File: src/rtl/huffman_pack_ctrl.sv
// Sequencer and MSB-first bit packer around a static-table Huffman encoder.
// Optional HUFF_BITCOUNT_EN adds a saturating per-message code-bit counter port.
module huffman_pack_ctrl #(
  parameter int MAX_LEN = 8,
  parameter int LEN_W   = 4
) (
  input  logic             clk,
  input  logic             rst_n,
  input  logic             s_valid,
  input  logic [7:0]       s_data,
  input  logic             s_last,
  output logic             s_ready,
  output logic             enc_enable,
  output logic [7:0]       enc_data,
  input  logic [7:0]       enc_code,
  input  logic [LEN_W-1:0] enc_len,
  output logic             m_valid,
  output logic [7:0]       m_data,
  output logic             m_last,
  input  logic             m_ready,
  output logic             busy,
  output logic             err_sym
`ifdef HUFF_BITCOUNT_EN
  ,
  output logic [15:0]      bit_count
`endif
);

  typedef enum logic [2:0] {IDLE, REQ, CAP, EMIT, FLUSH} state_t;

  state_t      state_q, state_d;
  logic [15:0] acc_q, acc_d;
  logic [4:0]  cnt_q, cnt_d;
  logic        last_q, last_d;
  logic        s_ready_q, s_ready_d;
  logic        enc_enable_q, enc_enable_d;
  logic [7:0]  enc_data_q, enc_data_d;
  logic        m_valid_q, m_valid_d;
  logic [7:0]  m_data_q, m_data_d;
  logic        m_last_q, m_last_d;
  logic        busy_q, busy_d;
  logic        err_sym_q, err_sym_d;

  logic        accept;
  logic        code_bad;
  logic [15:0] code_mask;
  logic [4:0]  shamt;
  logic [15:0] acc_app;
  logic [4:0]  cnt_app;
  logic        msg_end;

  assign accept   = (state_q == IDLE) && s_valid && s_ready_q;
  assign code_bad = (enc_len == '0) || (int'(enc_len) > MAX_LEN);

  // Valid bits live left-aligned in acc; a new code lands just below them.
  assign code_mask = 16'(enc_code) & ((16'd1 << enc_len) - 16'd1);
  assign shamt     = 5'd16 - cnt_q - 5'(enc_len);
  assign acc_app   = acc_q | (code_mask << shamt);
  assign cnt_app   = cnt_q + 5'(enc_len);

  always_comb begin
    state_d    = state_q;
    acc_d      = acc_q;
    cnt_d      = cnt_q;
    last_d     = last_q;
    enc_data_d = enc_data_q;
    m_valid_d  = m_valid_q;
    m_data_d   = m_data_q;
    m_last_d   = m_last_q;
    err_sym_d  = 1'b0;
    case (state_q)
      IDLE: begin
        if (accept) begin
          enc_data_d = s_data;
          last_d     = s_last;
          state_d    = REQ;
        end
      end
      REQ: state_d = CAP;
      CAP: begin
        if (code_bad) begin
          err_sym_d = 1'b1;
          if (last_q && cnt_q != 5'd0) begin
            state_d   = FLUSH;
            m_valid_d = 1'b1;
            m_data_d  = acc_q[15:8];
            m_last_d  = 1'b1;
          end else begin
            state_d = IDLE;
            last_d  = 1'b0;
          end
        end else begin
          acc_d = acc_app;
          cnt_d = cnt_app;
          if (cnt_app >= 5'd8) begin
            state_d   = EMIT;
            m_valid_d = 1'b1;
            m_data_d  = acc_app[15:8];
            m_last_d  = last_q && (cnt_app == 5'd8);
          end else if (last_q) begin
            state_d   = FLUSH;
            m_valid_d = 1'b1;
            m_data_d  = acc_app[15:8];
            m_last_d  = 1'b1;
          end else begin
            state_d = IDLE;
          end
        end
      end
      EMIT: begin
        if (m_ready) begin
          acc_d = acc_q << 8;
          cnt_d = cnt_q - 5'd8;
          if (last_q && cnt_q != 5'd8) begin
            state_d  = FLUSH;
            m_data_d = acc_q[7:0];
            m_last_d = 1'b1;
          end else begin
            state_d   = IDLE;
            last_d    = 1'b0;
            m_valid_d = 1'b0;
            m_data_d  = 8'h00;
            m_last_d  = 1'b0;
          end
        end
      end
      FLUSH: begin
        if (m_ready) begin
          state_d   = IDLE;
          acc_d     = 16'h0000;
          cnt_d     = 5'd0;
          last_d    = 1'b0;
          m_valid_d = 1'b0;
          m_data_d  = 8'h00;
          m_last_d  = 1'b0;
        end
      end
      default: state_d = IDLE;
    endcase
    s_ready_d    = (state_d == IDLE);
    enc_enable_d = (state_d == REQ);
    busy_d       = (state_d != IDLE) || (cnt_d != 5'd0);
  end

  assign msg_end = last_q && (state_q != IDLE) && (state_d == IDLE);

  always_ff @(posedge clk or negedge rst_n) begin
    if (!rst_n) begin
      state_q      <= IDLE;
      acc_q        <= 16'h0000;
      cnt_q        <= 5'd0;
      last_q       <= 1'b0;
      s_ready_q    <= 1'b0;
      enc_enable_q <= 1'b0;
      enc_data_q   <= 8'h00;
      m_valid_q    <= 1'b0;
      m_data_q     <= 8'h00;
      m_last_q     <= 1'b0;
      busy_q       <= 1'b0;
      err_sym_q    <= 1'b0;
    end else begin
      state_q      <= state_d;
      acc_q        <= acc_d;
      cnt_q        <= cnt_d;
      last_q       <= last_d;
      s_ready_q    <= s_ready_d;
      enc_enable_q <= enc_enable_d;
      enc_data_q   <= enc_data_d;
      m_valid_q    <= m_valid_d;
      m_data_q     <= m_data_d;
      m_last_q     <= m_last_d;
      busy_q       <= busy_d;
      err_sym_q    <= err_sym_d;
    end
  end

  assign s_ready    = s_ready_q;
  assign enc_enable = enc_enable_q;
  assign enc_data   = enc_data_q;
  assign m_valid    = m_valid_q;
  assign m_data     = m_data_q;
  assign m_last     = m_last_q;
  assign busy       = busy_q;
  assign err_sym    = err_sym_q;

`ifdef HUFF_BITCOUNT_EN
  logic        msg_open_q, msg_open_d;
  logic [15:0] bit_count_q, bit_count_d;
  logic [16:0] bc_sum;

  assign bc_sum = {1'b0, bit_count_q} + 17'(enc_len);

  // Count survives the final handshake; only the next message's first symbol clears it.
  always_comb begin
    msg_open_d  = msg_open_q;
    bit_count_d = bit_count_q;
    if (accept) begin
      msg_open_d = 1'b1;
      if (!msg_open_q) bit_count_d = 16'h0000;
    end else begin
      if (state_q == CAP && !code_bad)
        bit_count_d = bc_sum[16] ? 16'hFFFF : bc_sum[15:0];
      if (msg_end) msg_open_d = 1'b0;
    end
  end

  always_ff @(posedge clk or negedge rst_n) begin
    if (!rst_n) begin
      msg_open_q  <= 1'b0;
      bit_count_q <= 16'h0000;
    end else begin
      msg_open_q  <= msg_open_d;
      bit_count_q <= bit_count_d;
    end
  end

  assign bit_count = bit_count_q;
`else
  logic unused_msg_end;
  assign unused_msg_end = msg_end;
`endif

endmodule

File: config.mk
export PLATFORM = sky130hd
export DESIGN_NAME = huffman_pack_ctrl
export DESIGN_NICKNAME = d
export VERILOG_FILES = /design/src/rtl/huffman_pack_ctrl.sv
export SDC_FILE = /design/constraint.sdc
export NUM_CORES = 1
export LEC_CHECK = 0
export BUFFER_PORTS_ARGS = -buffer_cell sky130_fd_sc_hd__buf_2
export CORE_MARGIN = 2
export CORE_UTILIZATION = 63
export CTS_CLUSTER_SIZE = 12
export DETAILED_ROUTE_END_ITERATION = 7
export PLACE_DENSITY = 0.95
export SETUP_SLACK_MARGIN = 0.02
export SYNTH_ARGS = -nofsm -noshare
export SYNTH_HDL_FRONTEND = slang
export SYNTH_SLANG_ARGS = --single-unit
File: constraint.sdc
create_clock -name clk -period 6.95 [get_ports clk]
set_clock_uncertainty 0.15 [all_clocks]
set_input_delay 0 -clock clk [delete_from_list [all_inputs] [get_ports clk]]
set_output_delay 0 -clock clk [all_outputs]
set_load 0.005 [all_outputs]
==> summary.md <==
| Metric | Value |
|---|---|
| Post-Place Setup Slack | 3.24 ns |
| Maximum net fanout on the critical path | 11 |
| Number of global-route vias before repair | about 3400 |
| Worst EP arrival | 3.69 ns |
| Top post-synthesis cells by count | 47 x dfrtp_1, 42 x a21oi_1, 38 x nor2_1 |
| Number of setup violations in the final report | 0 |
| Floorplan die height | 77.2 um |
| Worst-case vdd ir drop | 275 uV |
| Required time at the worst-slack endpoint | 7.03 ns |
| Mean Syn Cell Area | ~8.4 um^2 |
| Number of top-level design ports | 47 |
| All-Layer GR Usage | 34.6% |
| Internal Power | 0.940 mW |
| Number of distinct standard cells referenced by the synthesized netlist | 61 |
| Setup CP Type | flop to flop |
| Post-route ant nets | 0 |
| Library cell with the highest instance count after synthesis | dfrtp_1 |
| Relative slew slack | between 10% and 20% |
| Sequential-to-total area share from yosys stat | 34.8% |
| Timing-limited maximum frequency | between 200 and 300 MHz |
| Result of the run | complete, no violations |
| Initial antenna violation count | 0 |
| Kind of end point of the critical path | flop |
| R2r startpoint | state_q[2]$_DFF_PN0_ |
| Dominant register cell in the synthesized netlist | dfrtp_1 |
| Standard cell core area | 5140 um^2 |
| Startpoint type of the worst setup path | flop |
| Final total power | around 1.9 mW |
| Class of the worst hold path | primary input to flop |
| Crit-path cells | or3b_2 > a21oi_1 > nor2_1 > nor4_1 > a21oi_1 > nor2_1 |
| First drt pass iteration count | 5 |
| Maximum count of clock buffers along a single path | 2 |
| Layout cell share with drive strength beyond 1 | 15.7% |
| Kind of cell with the highest combined delay on the critical path | simple AND/OR/NAND/NOR gates |
| Power dissipated by switching net loads | 0.945 mW |
| Static Leak | 1.66 nW |
| Worst-case reg-to-reg path depth | 6 |
| Total Die Area | 5960 um^2 |
| RSZ-0062 raised after global routing | no |
| Clock tree from TritonCTS | done |
| Iteration-0 DRC Markers | 566 |
| Setup fix buffers added after clock tree synthesis | 0 |
| Post-route clock period utilization | 52.0% |
| Area share of the largest cell type after synthesis | 34.8% |
| Number of hold violations in the final report | 0 |
| Source-to-sink clock delay at the later pin of the worst-skew pair | between 0.3 and 0.4 ns |
| Final Max Tran Viols | 0 |
| Detailed-placement wirelength estimate | 6790 um |
| Number of synthesized flops with an enable pin | 0 |
| Via/cell ratio | 6.86 |
| Pwr/cell area | 492 nW/um^2 |
| FP Rows | 26 |
| Synthesis Warnings | 0 |
| Setup slack of the critical path after layout | roughly 3.3 ns |
| Port Buffer Count | 46 |
| Pin count of the biggest net entering global routing | 48 |
| Net count after synthesis | between 400 and 500 |
| Clock root buffer | clkbuf_8 |
| Routed wire length per instance | 19.3 um |
| Number of antenna repair diodes | 0 |
| Switching share of power | around 50% |
| CTS sink cnt | 47 |
| Part of the power in registers | a little over a quarter |
| Layout net count | 485 |
| Cell taking the most area after synthesis | dfrtp_1 |
| Worst-margin pin slew | 1.24 ns |
| Worst hold-check slack | 0.0864 ns |
| Area growth syn-to-layout | 13.5% |
| Wire length of the first global-routing pass | 16300 um |
| Biggest cell delay along the critical path | 0.87 ns |
| Number of buffers created by CTS | 5 |
| Share of flip-flops with an asynchronous set or reset after synthesis | 100% |
| DRC | 0 |
| Cell with the largest stage delay on the worst path | a21oi_1 |
| Post-Syn Area | 3380 um^2 |
| Total via count in the routed design | 3538 |
| Number of max-cap violations | 0 |
| Deepest level of the CTS H-tree | 2 |
| Overall die width | slightly below 80 um |
| Number of storage elements in the synthesis netlist | 47 |
| End of the worst hold path | acc_q[0]$_DFFE_PN0P_ |
| Synth area leaders | dfrtp_1 35%, a21oi_1 6.2%, ha_1 4.8% |
| Origin of the worst min-delay path | enc_code[0] |
| Total placed instance area | ~3600 um^2 |
| Global-route congestion overflow total | 0 |
| Logic gate share of total power | between 60% and 70% |
| Final Instance Area | 3830 um^2 |
| Clk pin slew, worst setup/hold paths | 0.10 ns |
| Worst path buffer plus inverter count | 0 |
| GP Congestion | 0.937 |
| Number of instances in the synthesized netlist | slightly above 400 |
| Worst reg2reg setup slack | 3.34 ns |
| Final critical-path required period | 3.61 ns |
| Setup total negative slack | 0 ns |
| Endpoint of the worst register-to-register path | acc_q[1]$_DFFE_PN0P_ |
| Worst Hold Depth | 5 |
| Initial standard-cell utilization of the core | 65.7% |
| Sum of routed wire length over all layers | 9970 um |
| Clock network fraction of total power | a little under an eighth |
[registers in the layout (all words and copies together), names as in the netlist, 3 cells and up]
| register | cells |
|---|---|
| acc_q | 16 |
| enc_data | 8 |
| m_data | 8 |
| cnt_q | 5 |
| state_q | 3 |
[kinds of logic (layout without fill, tap and decap cells)]
group / after synthesis / in the layout / synth area share (%)
DFF: 47 / 47 / 34.8
and+or+nand+nor: 135 / 135 / 20.2
muxes: 15 / 15 / 4.82
buffers and inverters: 45 / 88 / 5.49
adders and majority gates: 15 / 15 / 6.00
xor gates and xnor gates: 9 / 9 / 2.33
AOI/OAI and AO/OA: 137 / 137 / 26.3
[worst max-delay path by stage]
stage / cells after the start / slack [ns] / from / end
after floorplan: 9 / 3.89 / state_q[0]$_DFF_PN0_ / busy$_DFF_PN0_
after global placement: 10 / 3.29 / enc_len[1] / m_data[1]$_DFFE_PN0P_
after detailed placement: 10 / 3.24 / enc_len[1] / m_data[1]$_DFFE_PN0P_
after CTS: 8 / 3.46 / cnt_q[1]$_DFF_PN0_ / m_data[5]$_DFFE_PN0P_
after global routing: 10 / 3.18 / enc_len[1] / m_data[1]$_DFFE_PN0P_
final: 6 / 3.34 / state_q[2]$_DFF_PN0_ / acc_q[1]$_DFFE_PN0P_
[placed cells by master (no fill, tap or decap), drive strengths merged, types with 5 or more instances in the layout]
cell type    synthesis  routed
a221oi               6       6
nand3b               5       5
nor2                38      38
a21oi               42      42
ha                  13      13
clkbuf              19       6
mux2                10      10
o21ai               30      30
o211ai               9       9
a211oi               6       6
inv                 21      21
nand3               12      12
buf                  5      47
nor3                12      12
mux2i                5       5
or3                  5       5
xor2                 5       5
nand4                6       6
dlygate4sd3          0      12
nand2               29      29
dfrtp               47      47
o22ai                5       5
[power by group through the flow]
stage | Combinational (mW) | Sequential (mW) | Clock, mW
after global routing | 1.27 | 0.512 | 0.224
after CTS | 1.13 | 0.488 | 0.211
final | 1.17 | 0.498 | 0.216
after floorplan | 0.827 | 0.470 | 0
after detailed placement | 1.11 | 0.493 | 0
after global placement | 1.08 | 0.485 | 0
[layer usage]
layer / vias to the layer above / track usage, % / routed length [um]
met5: - / 0 / 0
li1: 1584 / - / -
met2: 234 / 57.6 / 4890
met1: 1679 / 44.4 / 3820
met3: 41 / 4.82 / 846
met4: 0 / 17.0 / 401
[timing repair]
action | in CTS | in global routing
gates resized for setup | 0 | 0
endpoints found under the setup margin | 0 | 0
endpoints found under the hold margin | 58 | 0
hold buffers | 12 | 0
[final cells by class]
class / instances / area [um^2]
multi-input cells: 311 / 2010
fillers: 384 / 1310
flip-flops and latches: 47 / 1180
repair buffers: 59 / 358
well taps: 70 / 87.6
clock buffers: 6 / 82.6
inverters: 21 / 78.8
clock inverters: 2 / 35.0
[metrics by stage]
step,utilization [%],instances
after CTS,74.6,516
after floorplan,-,403
after global placement,69.9,496
after detailed placement,69.9,496
final,74.6,516
after global routing,74.6,516
[worst reg2reg max path, delay by kind of cell, from the launching register on]
| kind | cells | cell delay (ns) |
|---|---|---|
| and+or+nand+nor | 4 | 1.81 |
| DFF | 1 | 0.53 |
| AOI/OAI and AO/OA | 2 | 1.04 |
Power figures use the tool's default switching activity.
